[src/rtl/aes_ctrl_pkg.sv]
// Shared types and constants for the AES batch capture controller.
package aes_ctrl_pkg;

  typedef enum logic [1:0] {
    IDLE   = 2'd0,
    ISSUE  = 2'd1,
    WAIT   = 2'd2,
    FINISH = 2'd3
  } state_t;

  localparam logic [1:0] PT_CTR   = 2'd0;
  localparam logic [1:0] PT_SCAN  = 2'd1;
  localparam logic [1:0] PT_CHAIN = 2'd2;

  // Mode 3 has no meaning of its own and behaves as scan mode.
  function automatic logic [1:0] norm_mode(input logic [1:0] mode);
    return (mode == 2'd3) ? PT_SCAN : mode;
  endfunction

endpackage

[src/rtl/aes_out_fifo.sv]
// Synchronous first-word-fall-through FIFO for captured result words.
// Pointers carry one extra wrap bit so full and empty are distinguishable.
module aes_out_fifo #(
  parameter int WIDTH = 128,
  parameter int DEPTH = 4
) (
  input  logic             clk,
  input  logic             rst_n,
  input  logic             push,
  input  logic [WIDTH-1:0] wdata,
  input  logic             pop,
  output logic [WIDTH-1:0] rdata,
  output logic             empty,
  output logic             full
);

  localparam int AW = $clog2(DEPTH);

  logic [WIDTH-1:0] mem [DEPTH];
  logic [AW:0]      wr_ptr;
  logic [AW:0]      rd_ptr;
  logic             do_push;
  logic             do_pop;

  assign empty   = (wr_ptr == rd_ptr);
  assign full    = (wr_ptr[AW] != rd_ptr[AW]) && (wr_ptr[AW-1:0] == rd_ptr[AW-1:0]);
  assign do_pop  = pop && !empty;
  // A pop in the same cycle frees the entry, so a full FIFO may still accept.
  assign do_push = push && (!full || do_pop);

  // Head word is forced to zero when empty so stale storage never shows.
  assign rdata = empty ? '0 : mem[rd_ptr[AW-1:0]];

  // Pointer update.
  always_ff @(posedge clk or negedge rst_n) begin
    if (!rst_n) begin
      wr_ptr <= '0;
      rd_ptr <= '0;
    end else begin
      if (do_push) wr_ptr <= wr_ptr + (AW+1)'(1);
      if (do_pop)  rd_ptr <= rd_ptr + (AW+1)'(1);
    end
  end

  // Storage write.
  // NOTE: the data array is deliberately not reset; validity is tracked by the
  // pointers alone, which keeps the storage as plain RAM.
  always_ff @(posedge clk) begin
    if (do_push) mem[wr_ptr[AW-1:0]] <= wdata;
  end

endmodule

[src/rtl/aes_batch_ctrl.sv]
// Batch controller: issues num_blocks encryptions to an external AES core,
// selects the plaintext per block, frames the capture trigger around each
// core operation and queues results in an output FIFO.
module aes_batch_ctrl
  import aes_ctrl_pkg::*;
#(
  parameter int               DATA_W     = 128,
  parameter int               KEY_W      = 256,
  parameter int               CNT_W      = 16,
  parameter int               FIFO_DEPTH = 4,
  parameter logic [KEY_W-1:0] HW_KEY     = '0
) (
  input  logic              clk,
  input  logic              rst_n,
  input  logic              start,
  input  logic [DATA_W-1:0] sc_pt,
  input  logic [KEY_W-1:0]  sc_key,
  input  logic [1:0]        pt_mode,
  input  logic              key_sel,
  input  logic              ct_out_sel,
  input  logic [CNT_W-1:0]  num_blocks,
  output logic              core_start,
  output logic [DATA_W-1:0] core_pt,
  output logic [KEY_W-1:0]  core_key,
  input  logic              core_done,
  input  logic [DATA_W-1:0] core_ct,
  output logic              trigger,
  output logic              out_valid,
  input  logic              out_ready,
  output logic [DATA_W-1:0] out_data,
  output logic              busy,
  output logic              done,
  output logic [CNT_W-1:0]  blk_count
);

  state_t            state;
  logic [1:0]        mode_q;
  logic              ct_sel_q;
  logic [DATA_W-1:0] scan_pt_q;
  logic [CNT_W-1:0]  num_q;
  logic [DATA_W-1:0] ctr_reg;

  logic              fifo_full;
  logic              fifo_empty;
  logic              fifo_push;
  logic [DATA_W-1:0] fifo_wdata;
  logic              last_blk;

  // Control outputs decode the registered state; only one block is ever in
  // flight, so a free FIFO entry at issue is still free when the result lands.
  assign core_start = (state == ISSUE) && !fifo_full;
  assign trigger    = core_start || (state == WAIT);
  assign busy       = (state != IDLE);
  assign done       = (state == FINISH);
  assign out_valid  = !fifo_empty;

  // core_pt still holds this block's plaintext while waiting for the result.
  assign fifo_push  = (state == WAIT) && core_done;
  assign fifo_wdata = ct_sel_q ? core_ct : core_pt;
  assign last_blk   = ((blk_count + CNT_W'(1)) == num_q);

  aes_out_fifo #(
    .WIDTH (DATA_W),
    .DEPTH (FIFO_DEPTH)
  ) u_fifo (
    .clk   (clk),
    .rst_n (rst_n),
    .push  (fifo_push),
    .wdata (fifo_wdata),
    .pop   (out_ready),
    .rdata (out_data),
    .empty (fifo_empty),
    .full  (fifo_full)
  );

  // Batch sequencer: config latch, plaintext selection, counters and state.
  // NOTE: every register here uses non-blocking assignment so that all
  // right-hand sides see the pre-edge values, independent of statement order.
  always_ff @(posedge clk or negedge rst_n) begin
    if (!rst_n) begin
      state     <= IDLE;
      mode_q    <= PT_CTR;
      ct_sel_q  <= 1'b0;
      scan_pt_q <= '0;
      num_q     <= '0;
      ctr_reg   <= '0;
      core_pt   <= '0;
      core_key  <= '0;
      blk_count <= '0;
    end else begin
      unique case (state)
        IDLE: begin
          if (start) begin
            mode_q    <= norm_mode(pt_mode);
            ct_sel_q  <= ct_out_sel;
            scan_pt_q <= sc_pt;
            num_q     <= num_blocks;
            core_key  <= key_sel ? sc_key : HW_KEY;
            blk_count <= '0;
            // Counter and scan/chained modes differ only in the first source.
            core_pt   <= (norm_mode(pt_mode) == PT_CTR) ? ctr_reg : sc_pt;
            state     <= (num_blocks == '0) ? FINISH : ISSUE;
          end
        end
        ISSUE: begin
          if (!fifo_full) begin
            if (mode_q == PT_CTR) ctr_reg <= ctr_reg + DATA_W'(1);
            state <= WAIT;
          end
        end
        WAIT: begin
          if (core_done) begin
            blk_count <= blk_count + CNT_W'(1);
            unique case (mode_q)
              PT_CTR:   core_pt <= ctr_reg;
              PT_CHAIN: core_pt <= core_ct;
              default:  core_pt <= scan_pt_q;
            endcase
            state <= last_blk ? FINISH : ISSUE;
          end
        end
        FINISH: state <= IDLE;
        default: state <= IDLE;
      endcase
    end
  end

endmodule

[config.mk]
export PLATFORM = sky130hd
export DESIGN_NAME = aes_batch_ctrl
export DESIGN_NICKNAME = d
export VERILOG_FILES = /design/src/rtl/aes_ctrl_pkg.sv /design/src/rtl/aes_out_fifo.sv /design/src/rtl/aes_batch_ctrl.sv
export SDC_FILE = /design/constraint.sdc
export NUM_CORES = 2
export LEC_CHECK = 0
export BUFFER_PORTS_ARGS = -buffer_cell sky130_fd_sc_hd__buf_2
export CORE_AREA = 2 2 419 421
export CTS_CLUSTER_SIZE = 14
export DETAILED_ROUTE_END_ITERATION = 8
export DIE_AREA = 0 0 421 423
export HOLD_SLACK_MARGIN = 0.12
export PLACE_DENSITY = 0.56
export RECOVER_POWER = 25
export SLEW_MARGIN = 40
export SYNTH_ARGS = -nofsm -noshare
export SYNTH_HDL_FRONTEND = slang
export SYNTH_HIERARCHICAL = 1
export SYNTH_SLANG_ARGS = --single-unit
[constraint.sdc]
create_clock -name clk -period 4.95 [get_ports clk]
set_input_delay 0.2475 -clock clk [delete_from_list [all_inputs] [get_ports clk]]
set_output_delay 0.2475 -clock clk [all_outputs]
set_load 0.02 [all_outputs]
Yosys cells after proc, flatten, opt, wreduce, memory -nomap -nowiden

Memories as Yosys holds them, arrays and structs flattened.
Index checks and enable logic that the tools add are counted.

Flip-flop bits (word level): 683
Memory bits (writable): 512
Input bits: 537
Output and inout bits: 533
Word-level logic and storage cells: 68
Memories kept: 1

Memory list:

| memory     | words | bits a word | read ports | clocked after Yosys merged registers in | wr ports | RTL line           | text |
|---|---|---|---|---|---|---|---|
| u_fifo.mem | 4     | 128         | 1          | 0                                       | 1        | aes_out_fifo.sv:19 | `logic [WIDTH-1:0] mem [DEPTH];` |

Add/sub/neg operators: 4
Equal/unequal tests: 12
Muxes and demuxes: 20
Bitwise logic cells: 1
Reductions and logical operators: 19

Operator list:

| cell                                             | count |
|---|---|
| 2-to-1 mux 128 bit                               | 5 |
| case mux 128 bit (2 select lines)                | 2 |
| 2-to-1 mux 256 bit                               | 1 |
| adder 128 x 1 -> 128 bit (second input constant) | 1 |
| 2-to-1 mux 16 bit                                | 2 |
| case mux 16 bit (2 select lines)                 | 1 |
| adder 16 x 1 -> 16 bit (second input constant)   | 1 |
| == test 16 bit                                   | 1 |
| logical NOT 16 bit                               | 1 |
| 2-to-1 mux 2 bit                                 | 6 |
| AND reduction 3 bit                              | 3 |
| == test 2 bit (second input constant)            | 4 |
| case mux 2 bit (4 select lines)                  | 1 |
| adder 3 x 1 -> 3 bit (second input constant)     | 2 |
| logical NOT 2 bit                                | 3 |
| != test 2 bit (second input constant)            | 3 |
| logical AND 1 bit                                | 5 |
| nonzero test 2 bit                               | 2 |
| == test 3 bit                                    | 1 |
| == test 2 x 1 -> 1 bit (second input constant)   | 1 |
| == test 2 bit                                    | 1 |
| logical NOT 1 bit                                | 2 |
| logical OR 1 bit                                 | 2 |
| 2-to-1 mux 1 bit                                 | 2 |
| other kinds (3)                                  | 3 |

Longest topological paths before layout

Depth in word-level cells: 7
Mapped depth: 11
Gate-level depth less buffers: 9

Modules after synthesis

The synthesis kept the hierarchy.

Modules (own cells, without submodules):

| module         | instances | cells each | area an instance (µm²) | seq. area each (µm²) |
|---|---|---|---|---|
| aes_batch_ctrl | 1         | 4,056      | 34,010.1               | 16,941.2 |
| aes_out_fifo   | 1         | 846        | 19,717.7               | 15,524.9 |

Worst setup path after synthesis

No wires, ideal clock.

Kind: flip-flop to flip-flop
From: reg state[0]
To: mem u_fifo.mem[0][0], enable pin
Library setup time: 0.503 ns
Data arrival time: 4.461 ns
Required time: 4.447 ns
Slack: -0.013 ns
Stages on the path, launching flop included: 7
Path buffers: 2
Period minus slack after synthesis: 4.963 ns
Path through: dfrtp_1 and2b_1 clkbuf_1 nand2_1 inv_1 clkbuf_1 and3_1

Cells in the longest elaborated chain, start to end: 5

Ends and longest elaborated chain:

| item                                   | RTL line              | text |
|---|---|---|
| start, declared                        | aes_batch_ctrl.sv:36  | `state_t state;` |
| start signal, assigned                 | aes_batch_ctrl.sv:102 | `state <= (num_blocks == '0) ? FINISH : ISSUE;` |
| start signal, assigned                 | aes_batch_ctrl.sv:119 | `state <= last_blk ? FINISH : ISSUE;` |
| == test 2 bit                          | aes_batch_ctrl.sv:58  | `assign fifo_push = (state == WAIT) && core_done;` |
| logical AND 1 bit                      | aes_batch_ctrl.sv:58  |  |
| via fifo_push                          | aes_batch_ctrl.sv:45  | `logic fifo_push;` |
| logical AND 1 bit                      | aes_out_fifo.sv:29    | `assign do_push = push && (!full \|\| do_pop);` |
| 2-to-1 mux 1 bit                       | aes_out_fifo.sv:49    | `if (do_push) mem[wr_ptr[AW-1:0]] <= wdata;` |
| 2-to-1 mux 1 bit (not written as such) | aes_out_fifo.sv:49    |  |
| end, declared                          | aes_out_fifo.sv:19    |  |

The timed path passes the listed nets, and every way through them passes these cells.

==> summary.md <==
| Metric | Value |
|---|---|
| Outcome | `finished with violations` |
| Violations in the final reports | `max-capacitance violations, max-slew violations` |
| Global-route usage over all layers | `24.1%` |
| Sum of negative setup slack | `0 ps` |
| Start point of the critical path | `rst_n` |
| Port-buffer cells | `1069` |
| Fillers | `16700` |
| Clock tree from TritonCTS | `yes` |
| Critical path start-end classification | `input pin to asynchronous set/reset pin` |
| First-pass GRT wire length | `316 mm` |
| Slew Limit Headroom | `-57.9%` |
| Tightest Hold Check Type | `input pin to register` |
| Timing-limited maximum frequency | `0.250 GHz` |
| Post-Synthesis Cells | `4902` |
| Biggest cell delay along the critical path | `1750 ps` |
| Multi-input gate area | `0.0199 mm²` |
| Clk pwr share | `23.9%` |
| Combinational cell fraction of total power | `40.8%` |
| Highest-count cells in the layout ignoring fill and taps | `sky130_fd_sc_hd__nand2_1 (1394), sky130_fd_sc_hd__buf_2 (907), sky130_fd_sc_hd__dfrtp_1 (679)` |
| Power density over cell area | `598 mW/mm²` |
| Routed len/inst | `24.6 µm` |
| First-iteration detailed-routing DRC count | `3192` |
| Clock latency on the worst-skew pair | `790 ps` |
| Syn. warnings | `6` |
| Max Root-Sink Buffers | `3` |
| Flip-flop cell with the highest count after synthesis | `sky130_fd_sc_hd__dfrtp_1` |
| Nets | `6982` |
| Req. time, crit path | `5810 ps` |
| Number of endpoints with negative hold slack in the final report | `0` |
| Via count of the first global-routing pass | `45400` |
| Average vias per placed instance | `5.02` |
| Routed vias | `44700` |
| Cell chain of the critical path | `dlygate4sd3_1 > dlygate4sd3_1 > clkbuf_1 > clkbuf_1 > buf_16` |
| Cell Rows | `153` |
| Final ANT Viol Nets | `0` |
| Area overhead of the layout relative to synthesis | `34.0%` |
| Static Leakage | `30.9 nW` |
| Cell area after synthesis | `0.0537 mm²` |
| MaxCap Viol Count | `8` |
| HPWL after detailed placement | `151 mm` |
| Seq pwr share | `35.3%` |
| Count of cell types in the netlist | `57` |
| Share of layout cells above drive strength 1 | `22.1%` |
| Count of buffers added by post-CTS timing repair for setup | `0` |
| Number of flip-flops under the largest register name | `512` |
| Async set-or-reset flop fraction in the synthesized netlist | `57.2%` |
| Clock-pin slew on the worst setup and hold paths | `60 ps` |
| Commonest non-fill, non-tap cell in the layout | `sky130_fd_sc_hd__nand2_1` |
| Cell Int Power | `25.2 mW` |
| Vertical extent of the die | `423 µm` |
| Drt first pass iters | `8` |
| Routability congestion estimate from global placement | `0.897` |
| Final WL | `219 mm` |
| Maximum number of pins on one net before global-route repair | `175` |
| Sequential standard cell area | `0.0325 mm²` |
| WP buf/inv | `5` |
| CP Launch Type | `input pin` |
| Final Critical Period | `3990 ps` |
| Area of the die | `0.178 mm²` |
| Transition time at the pin with the least slew margin | `2370 ps` |
| Mean area per synthesized cell | `11.0 µm²` |
| Fraction of power spent switching nets | `41.5%` |
| Startpoint of the worst register-to-register path | `u_fifo/rd_ptr[1]` |
| Number of setup violations in the final report | `0` |
| Startpoint of the tightest hold check path | `key_sel` |
| GRT overflow | `0` |
| Number of flip-flops and latches in the synthesized netlist | `1195` |
| Sequential share of the synthesized area | `60.4%` |
| Number of nets in the synthesized netlist | `5446` |
| Type of destination of the critical path | `asynchronous set/reset pin` |
| Setup repair after global routing missed its margin | `false` |
| Worst Hold Slack | `186 ps` |
| IO Pins | `1070` |
| Dominant delay contributor by cell family on the critical path | `buffers and inverters` |
| Number of buffers added by the clock tree synthesis step | `141` |
| EDFF count, synth | `512` |
| Worst supply voltage drop on vdd | `0.000361 V` |
| Pins Over Slew Limit | `356` |
| Maximum level of the CTS H-tree | `4` |
| DRC violations left | `0` |
| Share of the cycle needed by the critical path after routing | `80.7%` |
| Switching pwr | `17.9 mW` |
| Number of antenna violations at the first check in global routing | `53` |
| Std-Cell Core Area | `0.173 mm²` |
| Biggest fanout along the worst timing path | `100` |
| Initial Util | `31.0%` |
| Worst Clk Skew | `30.2 ps` |
| Arr. time, crit path | `4860 ps` |
| Sinks on Clock Net | `1195` |
| Buffer type at the clock tree root | `sky130_fd_sc_hd__clkbuf_16` |
| Slowest stage cell on the critical path | `sky130_fd_sc_hd__clkbuf_1` |
| Horiz. Die Dim | `421 µm` |
-- final timing paths --
path / end / slack, ps / depth (start not counted)
worst max register to register: ctr_reg[73] / 1190 / 9
worst min-delay path: core_key[182] / 190 / 3
min in group asynchronous: scan_pt_q[90] / 1680 / 4
worst max-delay path: core_pt[125] / 960 / 5
worst min register to register: core_key[238] / 460 / 2
max in group clk: out_data[107] / 1010 / 6
-- cell type report --
class | count | area share (%)
inverter | 24 | 0.132
multi-input combinational | 3335 | 27.6
tap | 2325 | 4.04
clock inverter | 69 | 0.983
antenna | 38 | 0.132
sequential | 1195 | 45.1
timing repair buffer | 1741 | 16.8
clock buffer | 188 | 5.26
-- cells in the mapped netlist, types with 11 or more instances --
cell type	number	area share (%)
sky130_fd_sc_hd__nor2b_1	128	1.5
sky130_fd_sc_hd__xnor2_1	74	1.2
sky130_fd_sc_hd__buf_1	18	0.13
sky130_fd_sc_hd__nand2_1	1395	9.7
sky130_fd_sc_hd__buf_2	29	0.27
sky130_fd_sc_hd__nor2_1	58	0.41
sky130_fd_sc_hd__inv_1	24	0.17
sky130_fd_sc_hd__o21ai_0	411	3.8
sky130_fd_sc_hd__mux4_2	128	5.4
sky130_fd_sc_hd__edfxtp_1	512	29
sky130_fd_sc_hd__nand3_1	327	3.0
sky130_fd_sc_hd__buf_4	11	0.15
sky130_fd_sc_hd__mux2i_1	130	2.4
sky130_fd_sc_hd__a21oi_1	259	2.4
sky130_fd_sc_hd__mux2_2	131	2.7
sky130_fd_sc_hd__nor3_1	37	0.34
sky130_fd_sc_hd__dfrtp_1	683	32
sky130_fd_sc_hd__nand4_1	36	0.42
sky130_fd_sc_hd__nor4_1	24	0.28
sky130_fd_sc_hd__clkbuf_1	289	2.0
sky130_fd_sc_hd__and3_1	22	0.26
sky130_fd_sc_hd__xor2_1	78	1.3
sky130_fd_sc_hd__and2_1	11	0.13
sky130_fd_sc_hd__and4_1	21	0.34
-- power groups by stage --
stage	Combinational, mW	Sequential (mW)	Clock, mW
2_1_floorplan	9.11	16.6	0
6_report	17.6	15.2	10.3
3_5_place_dp	17.5	15.3	0
3_3_place_gp	17.2	15.3	0
5_1_grt	19.0	15.5	10.9
4_1_cts	18.0	15.2	10.5
-- metal layers --
metal / wire length (µm) / global-route usage, %
met1: 78800 / 26.4
met2: 110000 / 41.6
met3: 15300 / 6.27
met4: 14600 / 14.8
met5: 125 / 0
-- worst reg2reg max path, stage by stage, from the launching register on --
cell and delay [ps]:
sky130_fd_sc_hd__dfrtp_4 490, sky130_fd_sc_hd__xor2_1 480, sky130_fd_sc_hd__nor3_1 150, sky130_fd_sc_hd__or3b_4 470, sky130_fd_sc_hd__inv_1 320, sky130_fd_sc_hd__nand4_1 290
sky130_fd_sc_hd__nor3_2 470, sky130_fd_sc_hd__nand4_1 430, sky130_fd_sc_hd__nor4_1 420, sky130_fd_sc_hd__xor2_1 170
-- cell families after synthesis --
logic type,count (synthesis),share of synthesized area (%)
mux,389,10.5
xor+xnor,154,2.54
simple gates,2089,17.0
flops,1195,60.4
compound gates,696,6.63
fa+ha+maj,7,0.163
buf+inv,372,2.76
-- through the flow --
stage               total power, mW  cell area (µm²)  std cells  utilization (%)  setup slack, ps
detailed placement             32.8            61700       8021             35.6             1150
floorplan                      25.7            53700       4902                -             13.9
finish                         43.1            72000       8915             41.6              955
global route                   45.4            72000       8903             41.5              569
global placement               32.5            61500       8016             35.5             1200
CTS                            43.7            72100       8874             41.6              891
-- timing repair --
item                                     CTS  global route
endpoints found under the setup margin     0             0
hold buffers                             596             0
hold endpoints to repair                1588             0
gates resized for setup                    0             0
Power figures use the tool's default switching activity.
